==> config.mk <==
export PLATFORM = sky130hd
export DESIGN_NAME = uart_tx_flat
export DESIGN_NICKNAME = d
export VERILOG_FILES = /design/src/rtl/uart_tx_if.sv /design/src/rtl/uart_tx.sv /design/src/flat_wrapper.sv
export SDC_FILE = /design/constraint.sdc
export NUM_CORES = 1
export LEC_CHECK = 0
export ABC_CLOCK_PERIOD_IN_PS = 4600
export CAP_MARGIN = 25
export CORE_ASPECT_RATIO = 0.7
export CORE_MARGIN = 2
export CORE_UTILIZATION = 57
export DETAILED_ROUTE_END_ITERATION = 10
export PLACE_DENSITY = 0.84
export SLEW_MARGIN = 20
export SYNTH_ARGS = -nofsm -noshare
export SYNTH_HDL_FRONTEND = slang
export SYNTH_SLANG_ARGS = --single-unit
==> constraint.sdc <==
create_clock -name clock -period 4.6 [get_ports clock]
set_clock_uncertainty 0.05 [all_clocks]
set_input_delay 0.92 -clock clock [delete_from_list [all_inputs] [get_ports clock]]
set_output_delay 0.92 -clock clock [all_outputs]
set_load 0.05 [all_outputs]
==> src/rtl/uart_tx_if.sv <==
// Handshake and serial-line bundle for the UART transmitter.
interface uart_tx_if #(
  parameter int DATA_BITS = 8
);
  logic                 tick_in;
  logic                 tx_start;
  logic [DATA_BITS-1:0] dato_in;
  logic                 tx;
  logic                 tx_done_tick;
  logic                 busy;

  modport master (
    output tick_in, tx_start, dato_in,
    input  tx, tx_done_tick, busy
  );

  modport slave (
    input  tick_in, tx_start, dato_in,
    output tx, tx_done_tick, busy
  );
endinterface

==> src/rtl/uart_tx.sv <==
// UART transmitter: start bit, LSB-first data, optional parity, stop bit(s),
// timed by a 16x-baud tick. Serial line is registered and idles high.
module uart_tx #(
  parameter int DATA_BITS  = 8,
  parameter int STOP_TICKS = 16,
  parameter int PARITY_EN  = 0,
  parameter int PARITY_ODD = 0
) (
  input  logic clock,
  input  logic reset,
  uart_tx_if.slave bus
);

  typedef enum logic [2:0] {
    IDLE,
    START,
    DATA,
    PARITY,
    STOP
  } state_t;

  // Tick counter must hold both 15 (bit cells) and STOP_TICKS-1 (stop cell).
  localparam int S_W = (STOP_TICKS > 16) ? $clog2(STOP_TICKS) : 4;
  localparam int N_W = (DATA_BITS > 1) ? $clog2(DATA_BITS) : 1;

  localparam logic [S_W-1:0] S_BIT_LAST  = S_W'(15);
  localparam logic [S_W-1:0] S_STOP_LAST = S_W'(STOP_TICKS - 1);
  localparam logic [N_W-1:0] N_LAST      = N_W'(DATA_BITS - 1);
  localparam logic           ODD         = (PARITY_ODD != 0);
  localparam logic           PAR_ON      = (PARITY_EN != 0);

  state_t               state_q, state_d;
  logic [S_W-1:0]       s_q, s_d;
  logic [N_W-1:0]       n_q, n_d;
  logic [DATA_BITS-1:0] b_q, b_d;
  logic                 par_q, par_d;
  logic                 tx_q, tx_d;
  logic                 done_c;

  // State, counters, shift register and line register.
  always_ff @(posedge clock or posedge reset) begin
    if (reset) begin
      state_q <= IDLE;
      s_q     <= '0;
      n_q     <= '0;
      b_q     <= '0;
      par_q   <= 1'b0;
      tx_q    <= 1'b1;
    end else begin
      state_q <= state_d;
      s_q     <= s_d;
      n_q     <= n_d;
      b_q     <= b_d;
      par_q   <= par_d;
      tx_q    <= tx_d;
    end
  end

  // Next-state, bit timing and next line value.
  always_comb begin
    state_d = state_q;
    s_d     = s_q;
    n_d     = n_q;
    b_d     = b_q;
    par_d   = par_q;
    done_c  = 1'b0;

    unique case (state_q)
      IDLE: begin
        if (bus.tx_start) begin
          b_d     = bus.dato_in;
          // Parity is frozen at acceptance so later dato_in changes cannot leak in.
          par_d   = (^bus.dato_in) ^ ODD;
          s_d     = '0;
          n_d     = '0;
          state_d = START;
        end
      end
      START: begin
        if (bus.tick_in) begin
          if (s_q == S_BIT_LAST) begin
            s_d     = '0;
            state_d = DATA;
          end else begin
            s_d = s_q + S_W'(1);
          end
        end
      end
      DATA: begin
        if (bus.tick_in) begin
          if (s_q == S_BIT_LAST) begin
            s_d = '0;
            b_d = b_q >> 1;
            if (n_q == N_LAST) begin
              state_d = PAR_ON ? PARITY : STOP;
            end else begin
              n_d = n_q + N_W'(1);
            end
          end else begin
            s_d = s_q + S_W'(1);
          end
        end
      end
      PARITY: begin
        if (bus.tick_in) begin
          if (s_q == S_BIT_LAST) begin
            s_d     = '0;
            state_d = STOP;
          end else begin
            s_d = s_q + S_W'(1);
          end
        end
      end
      STOP: begin
        if (bus.tick_in) begin
          if (s_q == S_STOP_LAST) begin
            s_d     = '0;
            state_d = IDLE;
            done_c  = 1'b1;
          end else begin
            s_d = s_q + S_W'(1);
          end
        end
      end
      default: state_d = IDLE;
    endcase

    // Line value is decoded from the next state so tx is a clean flop output.
    unique case (state_d)
      START:   tx_d = 1'b0;
      DATA:    tx_d = b_d[0];
      PARITY:  tx_d = par_d;
      default: tx_d = 1'b1;
    endcase
  end

  assign bus.tx           = tx_q;
  assign bus.tx_done_tick = done_c;
  assign bus.busy         = (state_q != IDLE);

endmodule
==> src/flat_wrapper.sv <==
// flat-port wrapper written by rule: the top's interface ports become plain ports
module uart_tx_flat 
#(
  parameter int DATA_BITS  = 8,
  parameter int STOP_TICKS = 16,
  parameter int PARITY_EN  = 0,
  parameter int PARITY_ODD = 0
)
  (clock, reset, bus_tick_in, bus_tx_start, bus_dato_in, bus_tx, bus_tx_done_tick, bus_busy);
  uart_tx_if #(.DATA_BITS(DATA_BITS)) bus_i ();
  input  logic clock;
  input  logic reset;
  input wire logic [$bits(bus_i.tick_in)-1:0] bus_tick_in;
  input wire logic [$bits(bus_i.tx_start)-1:0] bus_tx_start;
  input wire logic [$bits(bus_i.dato_in)-1:0] bus_dato_in;
  output wire logic [$bits(bus_i.tx)-1:0] bus_tx;
  output wire logic [$bits(bus_i.tx_done_tick)-1:0] bus_tx_done_tick;
  output wire logic [$bits(bus_i.busy)-1:0] bus_busy;
  assign bus_i.tick_in = bus_tick_in;
  assign bus_i.tx_start = bus_tx_start;
  assign bus_i.dato_in = bus_dato_in;
  assign bus_tx = bus_i.tx;
  assign bus_tx_done_tick = bus_i.tx_done_tick;
  assign bus_busy = bus_i.busy;
  uart_tx #(.DATA_BITS(DATA_BITS), .STOP_TICKS(STOP_TICKS), .PARITY_EN(PARITY_EN), .PARITY_ODD(PARITY_ODD)) u_core (.clock(clock), .reset(reset), .bus(bus_i));
endmodule
==> results by group <==
Cells and area
  • Final core utilization: 0.696
  • NumNets Final: 132
  • Area grow syn2layout: 14.7%
  • Cell area after layout: 0.00129 sq mm
  • Non-Filler Instances: 138
  • Commonest non-fill, non-tap cells in the layout: dfrtp_1 (19), clkdlybuf4s50_1 (14), inv_1 (10)
  • Commonest non-fill, non-tap cell in the layout: dfrtp_1
  • ANT cells: 0
  • Layout cell share with drive strength beyond 1: 0.121

Placement
  • IO Port Bufs: 14
  • Area post-placement: 0.00125 sq mm
  • Dpl cells: 134
  • Detailed-placement wirelength estimate: 1570 microns
  • DP Worst Slack: 0.876 ns
  • GP Congestion: 0.839

Detailed routing
  • Drt first-iter violations: 40
  • Vias per Instance: 6.45
  • Vias: 890
  • Drt first pass iters: 5
  • Remaining antenna violation count after routing: 0
  • Post-route DRC: 0
  • WL final: 2100 microns
  • Routed wire per std cell: 15.2 microns

GRT
  • GR Util All Layers: 0.202
  • Largest net degree at the start of global routing: 21
  • Total grt overflow: 0
  • Initial antenna violation count: 0
  • First-pass GRT wire length: 3430 microns
  • Vias in the first global route: 761

Timing
  • Hold slack final: 0.456 ns
  • Hold Vio Cnt, Final: 0
  • Post-layout minimum cycle time: 3.73 ns
  • Final setup TNS: 0 ns
  • Setup violators final: 0
  • Peak Freq: 268 MHz
  • Post-route worst setup slack: 0.868 ns
  • Fin crit share: 0.811
  • Worst-Margin Slew: 0.898 ns
  • Relative slew margins: 0.399
  • RSZ-0062 raised after global routing: no
  • Max-slew violation count: 0

Clock tree
  • Post-CTS Hold Fix Bufs: 0
  • CTS resizes: 0
  • H-tree levels: 1
  • # clock sinks: 20
  • Post-CTS setup buffer count: 0
  • Clock latency on the worst-skew pair: 0.30 ns
  • CTS buffer count: 3
  • TritonCTS clock tree: built
  • CTS root buffer: clkbuf_4
  • Clock tree buffer depth: 2
  • Clock Pin Slew Worst Setup and Hold Paths: 0.10 ns

Power and ir drop
  • Peak VDD IR: 0.343 mV
  • Leak Pwr: 0.587 nW
  • Pwr/cell area: 559 mW/mm^2
  • Total power: 0.721 mW

Hold path
  • Cells on Worst Hold Path: 2
  • Worst hold path class: reg -> reg
  • Hold_sp: u_core.b_q[4]

Worst setup path
  • R2r startpoint: u_core.state_q[0]
  • Crit Path Category: in -> out
  • CP Data Arrival Time: 2.76 ns
  • Crit end category: output pin
  • Worst setup SP type: primary input
  • R2r worst-path depth: 4
  • Max FO, Critical Path: 9
  • WP data required: 3.63 ns
  • Critical Path Source: bus_tick_in

Floorplan
  • Die area: 0.00235 sq mm
  • Site row count: 13
  • Die Width: 57.1 microns
  • Core area: 0.00185 sq mm
  • Starting density of the core: 0.607
  • Die Span Y: 41.2 microns
  • Io pins: 15

Logic synthesis
  • Mapped cell area: 0.00112 sq mm
  • Flop and latch count out of synthesis: 20
  • Avg Cell Area, Syn: 10.8 sq um
  • Yosys top cell by area: dfrtp_1
  • Syn. warnings: 0
  • Library cells used by synthesis: 38
  • Leading post-synthesis cells by cell area: dfrtp_1 (42%), xnor2_1 (6.2%), a222oi_1 (5.3%)
  • Register area share after synthesis: 0.446
  • Post-Syn Nets: 119
  • Syn Inst Count: 104
  • Area share of the largest cell type after synthesis: 0.423

Run status
  • Status: finished clean

Job
  • Max-cap violations: 0
## cells by family (layout without fill, tap and decap cells)
logic type / after synthesis / in the layout / synth area share
adders and majority gates: 3 / 3 / 0.0334
DFF: 20 / 20 / 0.446
muxes: 4 / 4 / 0.0367
buffers and inverters: 16 / 28 / 0.0679
and+or+nand+nor: 25 / 25 / 0.148
AOI/OAI and AO/OA: 28 / 28 / 0.206
xor gates and xnor gates: 8 / 8 / 0.0623
## worst max-delay path, stage by stage
cell and delay, ns:
clkdlybuf4s50_1 0.64, and4_1 0.25, and3_1 0.16, clkdlybuf4s50_1 0.79
## routing by layer
layer | up-vias | track usage | part of all wire
li1 | 419 | - | -
met1 | 433 | 0.268 | 0.46
met2 | 34 | 0.316 | 0.45
met3 | 4 | 0.0726 | 0.072
met4 | 0 | 0.0640 | 0.013
met5 | - | 0 | 0
## flip-flops by register name, indices dropped and copies added (netlist names)
name            flops
u_core.par_q        1
u_core.b_q          8
u_core.state_q      3
u_core.n_q          3
u_core.bus.tx       1
u_core.s_q          4
## final cells by class
type | instances | area, sq um
Fill cell | 149 | 564
Timing Repair Buffer | 14 | 140
Clock buffer | 4 | 36.3
Inverter | 10 | 37.5
Multi-Input combinational cell | 68 | 547
Sequential cell | 20 | 502
Tap cell | 22 | 27.5
## worst paths after layout
| check | to | slack, ns |
|---|---|---|
| setup / recovery | bus_tx_done_tick | 0.87 |
| hold / removal | u_core.b_q[3] | 0.46 |
| setup reg to reg | u_core.b_q[5] | 2.27 |
| hold reg to reg | u_core.b_q[3] | 0.46 |
| max in group asynchronous | u_core.b_q[1] | 3.04 |
| min in group asynchronous | u_core.b_q[4] | 0.99 |
## power breakdown
part           total (mW)  switching, mW  internal, mW  leakage, nW
sequential          0.328         0.0760         0.252        0.245
clock              0.0993         0.0510        0.0483       0.0210
combinational       0.293          0.151         0.142        0.320
## synth_stat cells, drive strengths merged
| cell type | number |
|---|---|
| mux2i | 3 |
| or4b | 1 |
| dfstp | 1 |
| nand4 | 2 |
| nor2 | 6 |
| or3b | 1 |
| a222oi | 6 |
| buf | 5 |
| o2bb2ai | 1 |
| a21oi | 4 |
| or3 | 1 |
| and4bb | 1 |
| nand2b | 1 |
| dfrtp | 19 |
| nor4b | 1 |
| a31oi | 1 |
| a31o | 1 |
| xnor2 | 8 |
| ha | 3 |
| inv | 10 |
| a221oi | 1 |
| o21bai | 2 |
| nand3 | 2 |
| and4 | 1 |
| clkbuf | 1 |
| a32o | 4 |
| mux2 | 1 |
| and3 | 1 |
| nor2b | 1 |
| nor3b | 1 |
| nand2 | 5 |
| o21ai | 6 |
| a22o | 2 |
Power figures use the tool's default switching activity.
